## src/rtl/load_store_unit_pkg.sv

```systemverilog
// Shared definitions for the load/store stage: access-size codes, FSM states
// and the byte-enable helper used by the lane logic.
package load_store_unit_pkg;

   localparam logic [1:0] SZ_BYTE = 2'b00;
   localparam logic [1:0] SZ_HALF = 2'b01;
   localparam logic [1:0] SZ_WORD = 2'b10;

   typedef enum logic [1:0] {
      IDLE = 2'd0,
      REQ  = 2'd1,
      DONE = 2'd2
   } lsu_state_e;

   // Size code 2'b11 is not a legal encoding; it is handled as a word.
   function automatic logic [3:0] byte_en(input logic [1:0] size, input logic [1:0] offset);
      logic [3:0] be;
      case (size)
         SZ_BYTE: be = 4'b0001 << offset;
         SZ_HALF: be = 4'b0011 << {offset[1], 1'b0};
         default: be = 4'b1111;
      endcase
      return be;
   endfunction

endpackage

```

## src/rtl/lsu_align.sv

```systemverilog
// Combinational lane logic: byte enables, store-data replication and
// load-data extraction with sign or zero extension.
module lsu_align
   import load_store_unit_pkg::*;
(
   input  logic [2:0]  funct3,
   input  logic [1:0]  offset,
   input  logic [31:0] wdata,
   input  logic [31:0] rdata,
   output logic [3:0]  be,
   output logic [31:0] wdata_rep,
   output logic [31:0] load_data
);

   logic [31:0] byte_lane;
   logic [31:0] half_lane;

   // Shift the addressed lane down to bit 0; half offsets ignore bit 0 (force-align).
   assign byte_lane = rdata >> {offset, 3'b000};
   assign half_lane = rdata >> {offset[1], 4'b0000};
   assign be        = byte_en(funct3[1:0], offset);

   always_comb begin
      wdata_rep = wdata;
      load_data = rdata;
      case (funct3[1:0])
         SZ_BYTE: begin
            wdata_rep = {4{wdata[7:0]}};
            load_data = funct3[2] ? {24'd0, byte_lane[7:0]}
                                  : {{24{byte_lane[7]}}, byte_lane[7:0]};
         end
         SZ_HALF: begin
            wdata_rep = {2{wdata[15:0]}};
            load_data = funct3[2] ? {16'd0, half_lane[15:0]}
                                  : {{16{half_lane[15]}}, half_lane[15:0]};
         end
         default: begin
            wdata_rep = wdata;
            load_data = rdata;
         end
      endcase
   end

endmodule

```

## src/rtl/load_store_unit.sv

```systemverilog
// Memory-access stage: pass-through for ALU results, req/ack bus access for
// loads and stores with a bounded wait. Optional LSU_MISALIGN_TRAP_EN traps
// misaligned half/word accesses instead of force-aligning them.
module load_store_unit
   import load_store_unit_pkg::*;
#(
   parameter int ADDR_WIDTH = 32,
   parameter int MAX_WAIT   = 15
) (
   input  logic                  clk,
   input  logic                  reset,
   input  logic                  in_valid,
   output logic                  in_ready,
   input  logic                  in_is_load,
   input  logic                  in_is_store,
   input  logic [2:0]            in_funct3,
   input  logic [ADDR_WIDTH-1:0] in_addr,
   input  logic [31:0]           in_wdata,
   input  logic [4:0]            in_rd,
   output logic                  mem_req,
   output logic                  mem_we,
   output logic [ADDR_WIDTH-1:0] mem_addr,
   output logic [3:0]            mem_be,
   output logic [31:0]           mem_wdata,
   input  logic                  mem_ack,
   input  logic [31:0]           mem_rdata,
   output logic                  out_valid,
   output logic [4:0]            out_rd,
   output logic [31:0]           out_data,
   output logic                  out_we,
   output logic                  out_err
);

   // Handshake: execute transfers an instruction on a cycle where in_valid && in_ready;
   // the bus request holds all attributes until mem_ack or timeout.

   lsu_state_e            state_q, state_d;
   logic [7:0]            cnt_q, cnt_d;
   logic                  is_load_q, is_load_d;
   logic [2:0]            funct3_q, funct3_d;
   logic [ADDR_WIDTH-1:0] addr_q, addr_d;
   logic [31:0]           wdata_q, wdata_d;
   logic [4:0]            rd_q, rd_d;
   logic                  out_valid_d, out_we_d, out_err_d;
   logic [4:0]            out_rd_d;
   logic [31:0]           out_data_d;
   logic [31:0]           load_data;
   logic [7:0]            cnt_inc;
   logic                  accept;

   lsu_align u_align (
      .funct3    (funct3_q),
      .offset    (addr_q[1:0]),
      .wdata     (wdata_q),
      .rdata     (mem_rdata),
      .be        (mem_be),
      .wdata_rep (mem_wdata),
      .load_data (load_data)
   );

   assign in_ready = (state_q == IDLE);
   assign accept   = in_valid && in_ready;
   assign mem_req  = (state_q == REQ);
   assign mem_we   = mem_req && !is_load_q;
   assign mem_addr = {addr_q[ADDR_WIDTH-1:2], 2'b00};
   assign cnt_inc  = cnt_q + 8'd1;

   always_comb begin
      state_d     = state_q;
      cnt_d       = cnt_q;
      is_load_d   = is_load_q;
      funct3_d    = funct3_q;
      addr_d      = addr_q;
      wdata_d     = wdata_q;
      rd_d        = rd_q;
      out_valid_d = 1'b0;
      out_we_d    = 1'b0;
      out_err_d   = 1'b0;
      out_rd_d    = out_rd;
      out_data_d  = out_data;
      case (state_q)
         IDLE: begin
            if (accept) begin
               if (in_is_load || in_is_store) begin
                  is_load_d = in_is_load;
                  funct3_d  = in_funct3;
                  addr_d    = in_addr;
                  wdata_d   = in_wdata;
                  rd_d      = in_is_load ? in_rd : 5'd0;
                  cnt_d     = 8'd0;
                  state_d   = REQ;
`ifdef LSU_MISALIGN_TRAP_EN
                  if ((in_funct3[1:0] == SZ_HALF && in_addr[0]) ||
                      (in_funct3[1] && in_addr[1:0] != 2'b00)) begin
                     state_d     = DONE;
                     out_valid_d = 1'b1;
                     out_rd_d    = in_is_load ? in_rd : 5'd0;
                     out_data_d  = 32'd0;
                     out_err_d   = 1'b1;
                  end
`endif
               end else begin
                  out_valid_d = 1'b1;
                  out_rd_d    = in_rd;
                  out_data_d  = 32'(in_addr);
                  out_we_d    = (in_rd != 5'd0);
               end
            end
         end
         REQ: begin
            // Ack wins over a timeout landing on the same cycle.
            if (mem_ack) begin
               state_d     = DONE;
               out_valid_d = 1'b1;
               out_rd_d    = rd_q;
               out_data_d  = is_load_q ? load_data : 32'd0;
               out_we_d    = is_load_q && (rd_q != 5'd0);
            end else if (cnt_inc == 8'(MAX_WAIT)) begin
               state_d     = DONE;
               out_valid_d = 1'b1;
               out_rd_d    = rd_q;
               out_data_d  = 32'd0;
               out_err_d   = 1'b1;
            end else begin
               cnt_d = cnt_inc;
            end
         end
         DONE:    state_d = IDLE;
         default: state_d = IDLE;
      endcase
   end

   always_ff @(posedge clk) begin
      if (reset) begin
         state_q   <= IDLE;
         cnt_q     <= 8'd0;
         is_load_q <= 1'b0;
         funct3_q  <= 3'd0;
         addr_q    <= '0;
         wdata_q   <= 32'd0;
         rd_q      <= 5'd0;
         out_valid <= 1'b0;
         out_rd    <= 5'd0;
         out_data  <= 32'd0;
         out_we    <= 1'b0;
         out_err   <= 1'b0;
      end else begin
         state_q   <= state_d;
         cnt_q     <= cnt_d;
         is_load_q <= is_load_d;
         funct3_q  <= funct3_d;
         addr_q    <= addr_d;
         wdata_q   <= wdata_d;
         rd_q      <= rd_d;
         out_valid <= out_valid_d;
         out_rd    <= out_rd_d;
         out_data  <= out_data_d;
         out_we    <= out_we_d;
         out_err   <= out_err_d;
      end
   end

endmodule

```

## config.mk

```make
export PLATFORM = sky130hd
export DESIGN_NAME = load_store_unit
export DESIGN_NICKNAME = d
export VERILOG_FILES = /design/src/rtl/load_store_unit_pkg.sv /design/src/rtl/lsu_align.sv /design/src/rtl/load_store_unit.sv
export SDC_FILE = /design/constraint.sdc
export NUM_CORES = 1
export LEC_CHECK = 0
export ABC_AREA = 1
export CORE_ASPECT_RATIO = 1.75
export CORE_MARGIN = 2
export CORE_UTILIZATION = 45
export CTS_BUF_LIST = sky130_fd_sc_hd__clkbuf_8
export DETAILED_ROUTE_END_ITERATION = 16
export DONT_BUFFER_PORTS = 1
export PLACE_DENSITY = 0.59
export SKIP_LAST_GASP = 1
export SLEW_MARGIN = 20
export SYNTH_ARGS = -nofsm -noshare
export SYNTH_HDL_FRONTEND = slang
export SYNTH_HIERARCHICAL = 1
export SYNTH_SLANG_ARGS = --single-unit
```

## constraint.sdc

```tcl
create_clock -name clk -period 3.42 [get_ports clk]
set_input_delay 0.684 -clock clk [delete_from_list [all_inputs] [get_ports clk]]
set_output_delay 0.684 -clock clk [all_outputs]
set_load 0.01 [all_outputs]
```

== After elaboration in Yosys (flattened, before gate mapping) ==
Cells that the tools add are included.

* Input port bits: 110
* Latch bits: 0
* Word-level logic and storage cells: 78
* Memories kept: 0
* Bits in read-only memories: 0
* RAM bits: 0
* Register bits after elaboration: 123

* Equality and inequality tests: 9
* $lt $le $gt $ge: 0
* Shifts and indexed selects: 4
* Add/sub/neg operators: 1
* Bitwise operators: 1
* Muxes and demuxes: 36
* Divide/modulo/power cells: 0
* Reduce and logical (&&, ||, !) cells: 15
* Multiply operators: 0

{| class="wikitable"
|+ Operators by type and width
! kind !! count
|-
| $mux 32 || 7
|-
| $pmux 32 s2 || 3
|-
| $mux 8 || 4
|-
| $shr 32x5->16 || 1
|-
| $shr 32x5->8 || 1
|-
| $mux 5 || 5
|-
| $pmux 8 s2 || 1
|-
| $pmux 5 s2 || 1
|-
| $reduce_bool 5->1 || 2
|-
| $add 8x1->8 const B || 1
|-
| $eq 8x4->1 const B || 1
|-
| $mux 2 || 4
|-
| $pmux 4 s2 || 1
|-
| $mux 1 || 7
|-
| $ne 2x2->1 const B || 3
|-
| $reduce_and 3->1 || 2
|-
| $reduce_and 5->1 || 1
|-
| $eq 2x1->1 const B || 2
|-
| $logic_not 2->1 || 2
|-
| $ne 2x1->1 const B || 2
|-
| $pmux 1 s2 || 2
|-
| $pmux 2 s2 || 1
|-
| $reduce_and 4->1 || 1
|-
| $shl 1x2->4 const A || 1
|-
| 8 further kinds || 10
|}

== Longest topological paths before layout ==
Gate-level depths: netlist of the first run.

* Word-level depth: 6
* Gate-level depth with buffers: 13
* Gate-level depth less buffers: 12

== By module ==
Netlist of the first run, hierarchy kept.

{| class="wikitable"
|+ By module, submodules not included
! module !! seq. area each (um^2) !! area an instance (um^2) !! cells each !! instances
|-
| load_store_unit || 2462.4 || 5307.6 || 724 || 1
|-
| lsu_align || 0.0 || 1081.0 || 236 || 1
|}

== Least setup slack after synthesis of the first run ==
OpenSTA, ideal clock, no wires.

* Path kind: input to register
* Start point: input port in_is_load
* End point: register out_data[10]
* Required time: 3305 ps
* Path slack: 1536 ps
* Library setup time: 115 ps
* Arrival: 1769 ps
* Stages: 9
* Path through: or2_2 nand2_1 nand2_1 a21oi_1 buf_2 buf_2 nand3_1 nand2_1 nor2_1

* Word-level cells in the longest chain between the ends: 3

{| class="wikitable"
|+ RTL lines
! element !! RTL line !! text
|-
| start, declared || load_store_unit.sv:14 || <nowiki>input logic in_is_load,</nowiki>
|-
| $logic_or 1x1->1 || load_store_unit.sv:84 || <nowiki>if (in_is_load || in_is_store) begin</nowiki>
|-
| $ne 2x2->1 (no line) || -- ||
|-
| $reduce_and 4->1 (no line) || -- ||
|-
| end signal, assigned || load_store_unit.sv:157 || <nowiki>out_data <= out_data_d;</nowiki>
|-
| end, declared || load_store_unit.sv:29 || <nowiki>output logic [31:0] out_data,</nowiki>
|}

Every way passes these cells.
A chain may end at the register's enable or synchronous reset.

== Worst setup path after layout of the first run ==
* Start point: register addr_q[1]
* End point: output port mem_be[1]

* Word-level cells in the longest chain between the ends: 2
* Elaborated cells between the ends (all ways): 3

{| class="wikitable"
|+ RTL lines
! element !! RTL line !! text
|-
| start, declared || load_store_unit.sv:41 || <nowiki>logic [ADDR_WIDTH-1:0] addr_q, addr_d;</nowiki>
|-
| start signal, assigned || load_store_unit.sv:152 || <nowiki>addr_q <= addr_d;</nowiki>
|-
| $shl 2x2->4 / $shl 1x2->4 (equally long branches) || load_store_unit_pkg.sv:20, load_store_unit_pkg.sv:19 ||
|-
| $pmux 4 s2 * || load_store_unit_pkg.sv:18 || <nowiki>case (size)</nowiki>
|-
| end, declared || load_store_unit.sv:23 || <nowiki>output logic [3:0] mem_be,</nowiki>
|}

Mark *: on every way between the ends. The rest lies on a longest branch, timed or not.

==> results of run 1 <==
==> worst reg2reg max path, cell delays in order, from the launching register on <==
cell and delay [ps]:
dfxtp_1 420, ha_1 240, nand3_1 110, o21bai_1 140, nand2_1 90, nor2_2 150, nand3_4 140, nand2_2 100
buf_4 350, nand2_1 340, nor2_1 180, nor2_1 60
==> power by group <==
part	switching, mW	internal [mW]
Sequential	0.147	1.56
Clock	0.621	0.572
Combinational	0.410	0.184
Total	1.18	2.31
==> metrics by stage <==
| step | util (%) | instances |
|---|---|---|
| after floorplan | - | 961 |
| after global placement | 43.86 | 1045 |
| after detailed placement | 43.86 | 1045 |
| after CTS | 46.45 | 1076 |
| after global routing | 46.45 | 1076 |
| final | 46.45 | 1076 |
==> routing by layer <==
metal  part of all wire [%]  up-vias  track usage, %
met1                     36     2686           27.85
li1                       -     2954               -
met2                     52      249           48.47
met5                      0        -               0
met3                    8.8       40           9.422
met4                    3.9        0           12.45
==> worst min path at each step <==
stage / from / to / slack [ps] / depth (start not counted)
global placement: rd_q[3] / rd_q[3] / 450 / 2
finish: reset / rd_q[1] / 320 / 1
floorplan: rd_q[1] / rd_q[1] / 450 / 2
global route: reset / cnt_q[4] / 290 / 1
detailed placement: rd_q[1] / rd_q[1] / 450 / 2
CTS: reset / cnt_q[6] / 300 / 1
==> cells in the mapped netlist (all sizes together) <==
library cell / n / share of area, %
nand2: 227 / 14
nor2: 191 / 12
dfxtp: 123 / 39
nand3: 105 / 8.6
o21ai: 77 / 6.2
buf: 71 / 7.9
a21oi: 50 / 3.9
inv: 35 / 2.2
clkbuf: 33 / 1.9
a22oi: 32 / 3.8
nand4: 4 / 0.39
ha: 2 / 0.39
nor4: 2 / 0.20
a211oi: 1 / 0.12
conb: 1 / 0.059
nand3b: 1 / 0.12
nor3: 1 / 0.078
o211ai: 1 / 0.12
o21bai: 1 / 0.12
o31ai: 1 / 0.12
or2: 1 / 0.098
==> layout make-up <==
cell class,count,area (sq um),area share (%)
clock inverter,14,126.4,1.956
clock buffer,17,234.0,3.622
timing repair buffer,11,95.09,1.472
multi-input combinational,699,3182,49.25
sequential,123,2462,38.12
inverter,35,138.9,2.150
tap,177,221.5,3.428
==> logic make-up after synthesis <==
kind of cell	synth area share (%)
other	0.05870
DFF	38.54
buffers and inverters	12.04
and+or+nand+nor	34.61
AOI/OAI and AO/OA	14.36
adders and majority gates	0.3916
==> flip-flops by register name, summed over array words and instances, names as in the netlist, 2 cells and up <==
name      cells
addr_q       32
cnt_q         8
funct3_q      3
out_data     32
out_rd        5
rd_q          5
state_q       2
wdata_q      32
==> summary.txt, run 1 <==
Run status
  – Run status: completed

Clock tree
  – H-tree Lvls: 4
  – TritonCTS Buffers: 17
  – Clk buf depth: 2
  – CTS sink count: 123
  – Postcts setup bufs: 0
  – Root Driver: clkbuf_8
  – Worst-Skew Late Latency: 430 ps
  – CTS resizes: 0
  – Clock Pin Slew Worst Setup and Hold Paths: 80 ps
  – TritonCTS clock tree: yes
  – Hold buffers post-CTS: 0

Finish
  – Share of layout cells above drive strength 1: 7.008%
  – Most frequent cells in the layout: nand2_1, nor2_1, dfxtp_1
  – Cell area after layout: 6460 sq um
  – Fin nets: 999
  – Most common cell after layout, fill and taps aside: nand2_1
  – FILL cells: 1539
  – Number of diodes: 0
  – Area Overhead vs Synth: 1.116%

Pwr
  – PD cells: 540.1 nW/um^2
  – Design Power: 3.489 mW
  – Leak: 2.841 nW
  – Worst IR Drop VDD: 0.0003425 V

Setup path
  – Reg2Reg Setup Slack: 1010 ps
  – Delay-heaviest family, CP: flip-flops
  – Type of origin of the critical path: flip-flop
  – FF-to-FF path depth: 11
  – CP required: 2740 ps
  – Reg2reg end: out_rd[0]
  – Crit path launch: addr_q[1]
  – Crit-path max cell delay: 590 ps
  – Worst EP arrival: 1950 ps
  – Critical path peak fanout: 13
  – CP endpoint kind: primary output
  – CP bufs+invs: 3
  – Reg2reg start: cnt_q[1]
  – Crit Path Class: reg2out
  – Top cell by count, worst path: inv_1
  – Worst path depth: 5
  – Worst path slowest cell: dfxtp_1
  – Critical path cell sequence: inv_1 -> nor2_4 -> inv_1 -> o21ai_0 -> inv_1
  – Critical Path Sink: mem_be[1]

Floorplan
  – Num rows: 57
  – Die Height: 161.6 microns
  – Starting Density: 45.94%
  – Core ar.: 13910 sq um
  – Die area: 15200 sq um
  – Die X-Extent: 94.07 microns
  – # IOs: 221

Global route
  – All-Layer GR Usage: 27.14%
  – Total grt overflow: 0
  – Pin count of the biggest net entering global routing: 74
  – Vias in the first global route: 5844
  – Global-route wire length before repair: 31.78 mm
  – Initial antenna violation count: 0

Route
  – DR DRC count: 0
  – Pre-Repair DR Iteration Count: 5
  – Post-route ant nets: 0
  – DR vias: 5929
  – WL per Instance: 19.18 microns
  – Final wirelength: 20.64 mm
  – 1st-iter DRT viols: 296
  – Via density: 5.510

STA
  – Setup Skew: 14.21 ps
  – Min Hold Slack: 320.2 ps
  – Max Slew Vio Count: 0
  – Final Hold Viols: 0
  – Slew margin rel.: 49.94%
  – Setup tns final: 0 ps
  – Setup violators final: 0
  – Final Critical Period: 2634 ps
  – Fmax: 0.3796 GHz
  – Tcrit/Tclk final: 77.03%
  – RSZ-0062 raised after global routing: false
  – Post-route setup slack: 785.5 ps
  – Least-Margin Pin Slew: 749.8 ps

Placement
  – DP HPWL: 14.92 mm
  – Input/output buffers: 0
  – Place WS: 1049 ps
  – Post-DP Area: 6100 sq um
  – Gpl congestion: 0.9042

Synth
  – Synth Instances: 960
  – Synth cell types: 34
  – Synthesis warning total: 6
  – Synthesized flop and latch total: 123
  – Syn_area_per_cell: 6.655 sq um
  – Synthesized area: 6389 sq um
  – Post-synthesis sequential area ratio: 38.54%

Run
  – Max Cap Viol: 0

Worst hold path
  – Worst hold path class: in2reg
(Power assumes the default switching activity.)
==> inputs of run 2 (changes only) <==
- PLACE_DENSITY: 0.59 -> 0.61
- clock period: 3.42 -> 2.24 ns (I/O delays scaled with it)
==> run 2 against run 1 <==
Net effect: global-route usage up 0.58 points; critical path type unchanged; setup slack got worse by 640 ps; via count grew 0.56%; critical path depth shrank 1; final cell count rose by 1.1%; non-clock buffer count rose by 11; core utilization grew 2.0 points; count of clock-buffer cells in the layout did not move; total power is 70% higher; sequential share of layout area fell by 1.6 points; routed wire length is 1.4% higher.
==> summary.txt, run 2 (synthesized netlist as in run 1, its figures left out) <==
Finish
  – Register Area: 2462 sq um (unchanged)
  – Post-layout util: 48.46% (was 46.45%)
  – Largest registers: addr_q (32), out_data (32), wdata_q (32) (unchanged)
  – FILL cells: 1450 (was 1539)
  – Share of layout cells above drive strength 1: 8.342% (was 7.008%)
  – Cell area after layout: 6739 sq um (was 6460 sq um)
  – Area Overhead vs Synth: 5.484% (was 1.116%)
  – Most frequent cells in the layout: nand2_1, nor2_1, dfxtp_1 (unchanged)
  – Number of diodes: 0 (unchanged)
  – Most common cell after layout, fill and taps aside: nand2_1 (unchanged)
  – Fin nets: 1010 (was 999)
  – Multi-input logic area: 3182 sq um (unchanged)

Setup path
  – CP required: 1790 ps (was 2740 ps)
  – Reg2reg end: out_data[6] (was out_rd[0])
  – Crit Path Class: reg2out (unchanged)
  – Critical path cell sequence: nor2_4 -> buf_4 -> o21ai_4 -> buf_4 (was inv_1 -> nor2_4 -> inv_1 -> o21ai_0 -> inv_1)
  – Top cell by count, worst path: buf_4 (was inv_1)
  – CP endpoint kind: primary output (unchanged)
  – Delay-heaviest family, CP: flip-flops (unchanged)
  – Worst path slowest cell: dfxtp_1 (unchanged)
  – FF-to-FF path depth: 11 (unchanged)
  – Critical path peak fanout: 12 (was 13)
  – Reg2Reg Setup Slack: 230 ps (was 1010 ps)
  – Type of origin of the critical path: flip-flop (unchanged)
  – Crit-path max cell delay: 490 ps (was 590 ps)
  – CP bufs+invs: 2 (was 3)
  – Reg2reg start: cnt_q[1] (unchanged)
  – Worst EP arrival: 1650 ps (was 1950 ps)

Route
  – Pre-Repair DR Iteration Count: 7 (was 5)
  – Via density: 5.480 (was 5.510)
  – DR vias: 5962 (was 5929)
  – Post-route ant nets: 0 (unchanged)
  – Final wirelength: 20.92 mm (was 20.64 mm)
  – 1st-iter DRT viols: 330 (was 296)
  – DR DRC count: 0 (unchanged)
  – WL per Instance: 19.22 microns (was 19.18 microns)

Global route
  – Global-route wire length before repair: 32.15 mm (was 31.78 mm)
  – All-Layer GR Usage: 27.72% (was 27.14%)
  – Total grt overflow: 0 (unchanged)
  – Initial antenna violation count: 0 (unchanged)
  – Vias in the first global route: 5858 (was 5844)
  – Pin count of the biggest net entering global routing: 74 (unchanged)

Floorplan
  – Die Height: 161.6 microns (unchanged)
  – Num rows: 57 (unchanged)
  – Core ar.: 13910 sq um (unchanged)
  – # IOs: 221 (unchanged)
  – Die area: 15200 sq um (unchanged)
  – Starting Density: 45.94% (unchanged)
  – Die X-Extent: 94.07 microns (unchanged)

STA
  – Least-Margin Pin Slew: 500.8 ps (was 749.8 ps)
  – RSZ-0062 raised after global routing: true (was false)
  – Setup Skew: 10.43 ps (was 14.21 ps)
  – Max Slew Vio Count: 0 (unchanged)
  – Final Hold Viols: 0 (unchanged)
  – Fmax: 0.4776 GHz
  – Post-route setup slack: 146.1 ps (was 785.5 ps)
  – Slew margin rel.: 66.56% (was 49.94%)
  – Tcrit/Tclk final: 93.48%
  – Setup tns final: 0 ps (unchanged)
  – Setup violators final: 0 (unchanged)
  – Final Critical Period: 2094 ps

Clock tree
  – Clock Pin Slew Worst Setup and Hold Paths: 80 ps (about the same)
  – TritonCTS clock tree: yes (unchanged)
  – H-tree Lvls: 4 (unchanged)
  – CTS resizes: 0 (unchanged)
  – CTS sink count: 123 (unchanged)
  – Root Driver: clkbuf_8 (unchanged)
  – Clk buf depth: 2 (unchanged)
  – Worst-Skew Late Latency: 430 ps (about the same)
  – TritonCTS Buffers: 17 (unchanged)
  – Hold buffers post-CTS: 0 (unchanged)

Run
  – Max Cap Viol: 0 (unchanged)

Pwr
  – Leak: 2.983 nW (was 2.841 nW)
  – Worst IR Drop VDD: 0.0005518 V (was 0.0003425 V)
  – PD cells: 878.1 nW/um^2 (was 540.1 nW/um^2)

Worst hold path
  – Hold Path Stages: 1 (unchanged)
  – Hold path startpoint: reset (unchanged)
  – Worst hold endpoint: state_q[0] (was rd_q[1])
  – Worst hold path class: in2reg (unchanged)

Placement
  – Gpl congestion: 0.9337 (was 0.9042)
  – Input/output buffers: 0 (unchanged)
  – Post-DP Area: 6247 sq um (was 6100 sq um)
  – DP HPWL: 15.33 mm (was 14.92 mm)
  – Place WS: 247.7 ps (was 1049 ps)

Run status
  – Run status: completed (unchanged)
[run 2: cell count changes in the layout (fill, tap and decap cells not counted), sizes merged]
cell	delta
clkinv	-2
inv	+1
clkinvlp	-2
buf	+11
bufinv	+4
[run 2: worst max path at each step]
stage | slack [ps] | to | cells after the start | start
floorplan | 500 | out_data[0] | 12 | cnt_q[1]
global placement | 310 | out_data[24] | 11 | cnt_q[1]
detailed placement | 250 | cnt_q[2] | 10 | cnt_q[1]
CTS | 100 | mem_be[0] | 6 | funct3_q[1]
global route | -50 | out_rd[0] | 10 | cnt_q[1]
finish | 150 | mem_be[0] | 4 | funct3_q[0]
[run 2: power breakdown]
part,total [mW],internal (mW),switching (mW)
combinational,0.971,0.327,0.644
clock,2.35,1.35,1.01
sequential,2.59,2.37,0.218
[run 2: final cells by class]
type | instances | share of cell area (%)
clock buffer | 17 | 3.472
clock inverter | 15 | 3.491
inverter | 35 | 2.061
multi-input combinational | 699 | 47.22
sequential | 123 | 36.54
tap | 177 | 3.286
timing repair buffer | 22 | 3.936
[run 2: what timing repair did]
| action | in CTS | in global routing |
|---|---|---|
| pin swaps | 1 | 1 |
| gates cloned | 0 | 0 |
| buffers inserted | 1 | 2 |
| endpoints found under the hold margin | 0 | 0 |
| setup endpoints to repair | 1 | 19 |
[run 2: worst reg2reg max path: cells and delay by family, from the launching register on]
| kind | cells | cell delay (ps) |
|---|---|---|
| DFF | 1 | 400 |
| AOI/OAI and AO/OA | 1 | 140 |
| buffers and inverters | 1 | 230 |
| and+or+nand+nor | 8 | 900 |
| adders and majority gates | 1 | 240 |
[run 2: per-layer routing]
layer | vias to the layer above | wire length, microns | GRT usage [%]
met5 | - | 0 | 0
met4 | 0 | 943 | 14.16
met3 | 56 | 1754 | 9.515
met2 | 256 | 10820 | 48.67
met1 | 2685 | 7394 | 28.63
li1 | 2965 | - | -
[run 2: stage by stage]
| step | power [mW] | hold WS [ps] | instances |
|---|---|---|---|
| after floorplan | 3.411 | 445.3 | 961 |
| after global placement | 3.596 | 446.9 | 1053 |
| after detailed placement | 3.606 | 452.1 | 1053 |
| after CTS | 5.955 | 48.80 | 1086 |
| after global routing | 6.207 | 37.44 | 1088 |
| final | 5.917 | 74.51 | 1088 |
==> inputs of run 3 (changes only) <==
- CELL_PAD_IN_SITES_DETAIL_PLACEMENT: not set -> 0
- CELL_PAD_IN_SITES_GLOBAL_PLACEMENT: not set -> 1
- PLACE_DENSITY: 0.61 -> 0.81
- clock period: 2.24 -> 2.4 ns (I/O delays scaled with it)
==> run 3 against run 2 <==
Net effect: routed wire length shrank 2.7%; cell area shrank 1.8%; hold slack gained 35 ps; clock power shrank 17%; largest power group unchanged; critical path depth shrank 1; combinational power shrank 9.2%; critical endpoint is now mem_wdata[26].
==> summary.txt, run 3 (synthesized netlist as in run 1, its figures left out) <==
STA
  – Slew margin rel.: 65.00% (was 66.56%)
  – Setup tns final: 0 ps (unchanged)
  – Tcrit/Tclk final: 92.56%
  – Final Hold Viols: 0 (unchanged)
  – Fmax: 0.4502 GHz
  – Final Critical Period: 2221 ps
  – Post-route setup slack: 178.6 ps (was 146.1 ps)
  – Setup violators final: 0 (unchanged)
  – Setup Skew: 12.20 ps (was 10.43 ps)
  – Max Slew Vio Count: 0 (unchanged)
  – RSZ-0062 raised after global routing: false (was true)
  – Least-Margin Pin Slew: 523.1 ps (was 500.8 ps)

Placement
  – Gpl congestion: 0.8728 (was 0.9337)
  – DP HPWL: 14.91 mm (was 15.33 mm)
  – Input/output buffers: 0 (unchanged)
  – Place WS: 342.1 ps (was 247.7 ps)

Setup path
  – Worst EP arrival: 1740 ps (was 1650 ps)
  – FF-to-FF path depth: 11 (unchanged)
  – Reg2Reg Setup Slack: 330 ps (was 230 ps)
  – Crit Path Class: reg2out (unchanged)
  – Type of origin of the critical path: flip-flop (unchanged)
  – Reg2reg start: cnt_q[1] (unchanged)
  – Reg2reg end: out_data[21] (was out_data[6])
  – CP endpoint kind: primary output (unchanged)
  – CP required: 1920 ps (was 1790 ps)
  – Crit-path max cell delay: 500 ps (was 490 ps)
  – Critical path peak fanout: 35 (was 12)
  – Delay-heaviest family, CP: flip-flops (unchanged)
  – Worst path slowest cell: dfxtp_1 (unchanged)
  – CP bufs+invs: 1 (was 2)
  – Critical path cell sequence: buf_4 -> nand2_1 -> nand3_1 (was nor2_4 -> buf_4 -> o21ai_4 -> buf_4)

Clock tree
  – TritonCTS Buffers: 17 (unchanged)
  – Clock Pin Slew Worst Setup and Hold Paths: 80 ps (about the same)
  – Hold buffers post-CTS: 0 (unchanged)
  – Root Driver: clkbuf_8 (unchanged)
  – TritonCTS clock tree: yes (unchanged)
  – Worst-Skew Late Latency: 430 ps (about the same)
  – H-tree Lvls: 4 (unchanged)
  – CTS sink count: 123 (unchanged)
  – Clk buf depth: 2 (unchanged)

Route
  – Final wirelength: 20.34 mm (was 20.92 mm)
  – Pre-Repair DR Iteration Count: 5 (was 7)
  – Post-route ant nets: 0 (unchanged)
  – WL per Instance: 18.75 microns (was 19.22 microns)
  – DR DRC count: 0 (unchanged)
  – 1st-iter DRT viols: 352 (was 330)
  – DR vias: 5923 (was 5962)
  – Via density: 5.459 (was 5.480)

Global route
  – Vias in the first global route: 5696 (was 5858)
  – All-Layer GR Usage: 26.57% (was 27.72%)
  – Pin count of the biggest net entering global routing: 74 (unchanged)
  – Initial antenna violation count: 0 (unchanged)
  – Global-route wire length before repair: 31.11 mm (was 32.15 mm)
  – Total grt overflow: 0 (unchanged)

Run status
  – Run status: completed (unchanged)

Worst hold path
  – Hold Path Stages: 1 (unchanged)
  – Hold path startpoint: reset (unchanged)
  – Worst hold endpoint: out_valid (was state_q[0])
  – Worst hold path class: in2reg (unchanged)

Pwr
  – Worst IR Drop VDD: 0.0004914 V (was 0.0005518 V)
  – Internal: 3.562 mW (was 4.047 mW)
  – Switching pwr: 1.678 mW (was 1.870 mW)
  – Leak: 2.926 nW (was 2.983 nW)
  – Switching portion of total power: 32.03% (was 31.61%)
  – Design Power: 5.241 mW (was 5.917 mW)
  – PD cells: 791.9 nW/um^2 (was 878.1 nW/um^2)
  – Seq pwr share: 46.1% (was 43.8%)
  – Comb pwr share: 16.8% (was 16.4%)
  – Clock power share: 37.1% (was 39.8%)

Floorplan
  – # IOs: 221 (unchanged)
  – Num rows: 57 (unchanged)
  – Starting Density: 45.94% (unchanged)
  – Die X-Extent: 94.07 microns (unchanged)
  – Core ar.: 13910 sq um (unchanged)
  – Die area: 15200 sq um (unchanged)
  – Die Height: 161.6 microns (unchanged)

Finish
  – Share of layout cells above drive strength 1: 8.040% (was 8.342%)
  – Most common cell after layout, fill and taps aside: nand2_1 (unchanged)
  – Area Overhead vs Synth: 3.584% (was 5.484%)
  – Most frequent cells in the layout: nand2_1, nor2_1, dfxtp_1 (unchanged)
  – Fin nets: 1007 (was 1010)
  – Largest registers: addr_q (32), out_data (32), wdata_q (32) (unchanged)
  – FILL cells: 1563 (was 1450)
  – Number of diodes: 0 (unchanged)

Run
  – Max Cap Viol: 0 (unchanged)
-- run 3: cell types whose count changed in the layout (fill, tap and decap cells not counted), moves of 2 or more --
cell       change
clkinv_2       +3
buf_12         -4
bufinv_16      -2
clkinv_4       +2
inv_6          -4
-- run 3: routing by layer --
metal	global-route usage [%]	routed length [microns]
met5	0	0
met4	12.06	678
met3	8.862	1623
met2	47.79	10930
met1	27.24	7111
-- run 3: area by class of cell --
cell class	count	area, sq um	share of cell area, %
sequential	123	2462	37.21
inverter	35	138.9	2.099
clock inverter	14	172.7	2.609
clock buffer	18	247.7	3.744
timing repair buffer	19	192.7	2.912
multi-input combinational	699	3182	48.08
tap	177	221.5	3.347
-- run 3: metrics by stage --
step | hold WS [ps] | instances | util [%] | area [sq um]
after floorplan | 445.3 | 961 | - | 6392
after global placement | 449.5 | 1052 | 44.51 | 6190
after detailed placement | 453.5 | 1052 | 44.51 | 6190
after CTS | 90.10 | 1084 | 47.53 | 6610
after global routing | 71.39 | 1085 | 47.58 | 6618
final | 109.9 | 1085 | 47.58 | 6618
-- run 3: repair_timing --
item,CTS,global route
setup endpoints to repair,0,1
hold endpoints to repair,0,0
setup buffers,0,1
resized for setup,0,0
-- run 3: worst max path at each step --
stage | to | cells past startpoint | start | slack [ps]
floorplan | out_data[0] | 12 | cnt_q[1] | 660
global placement | out_data[31] | 11 | cnt_q[1] | 400
detailed placement | out_data[24] | 11 | cnt_q[1] | 340
CTS | mem_be[1] | 5 | funct3_q[1] | 50
global route | out_data[31] | 11 | cnt_q[1] | 80
finish | mem_wdata[26] | 3 | funct3_q[1] | 180
-- run 3: power by group through the flow --
stage	logic [mW]	registers, mW	clock network (mW)
after detailed placement	0.877	2.47	0
after floorplan	0.813	2.37	0
after CTS	0.881	2.42	1.98
after global placement	0.873	2.46	0
final	0.882	2.42	1.94
after global routing	0.998	2.44	2.09
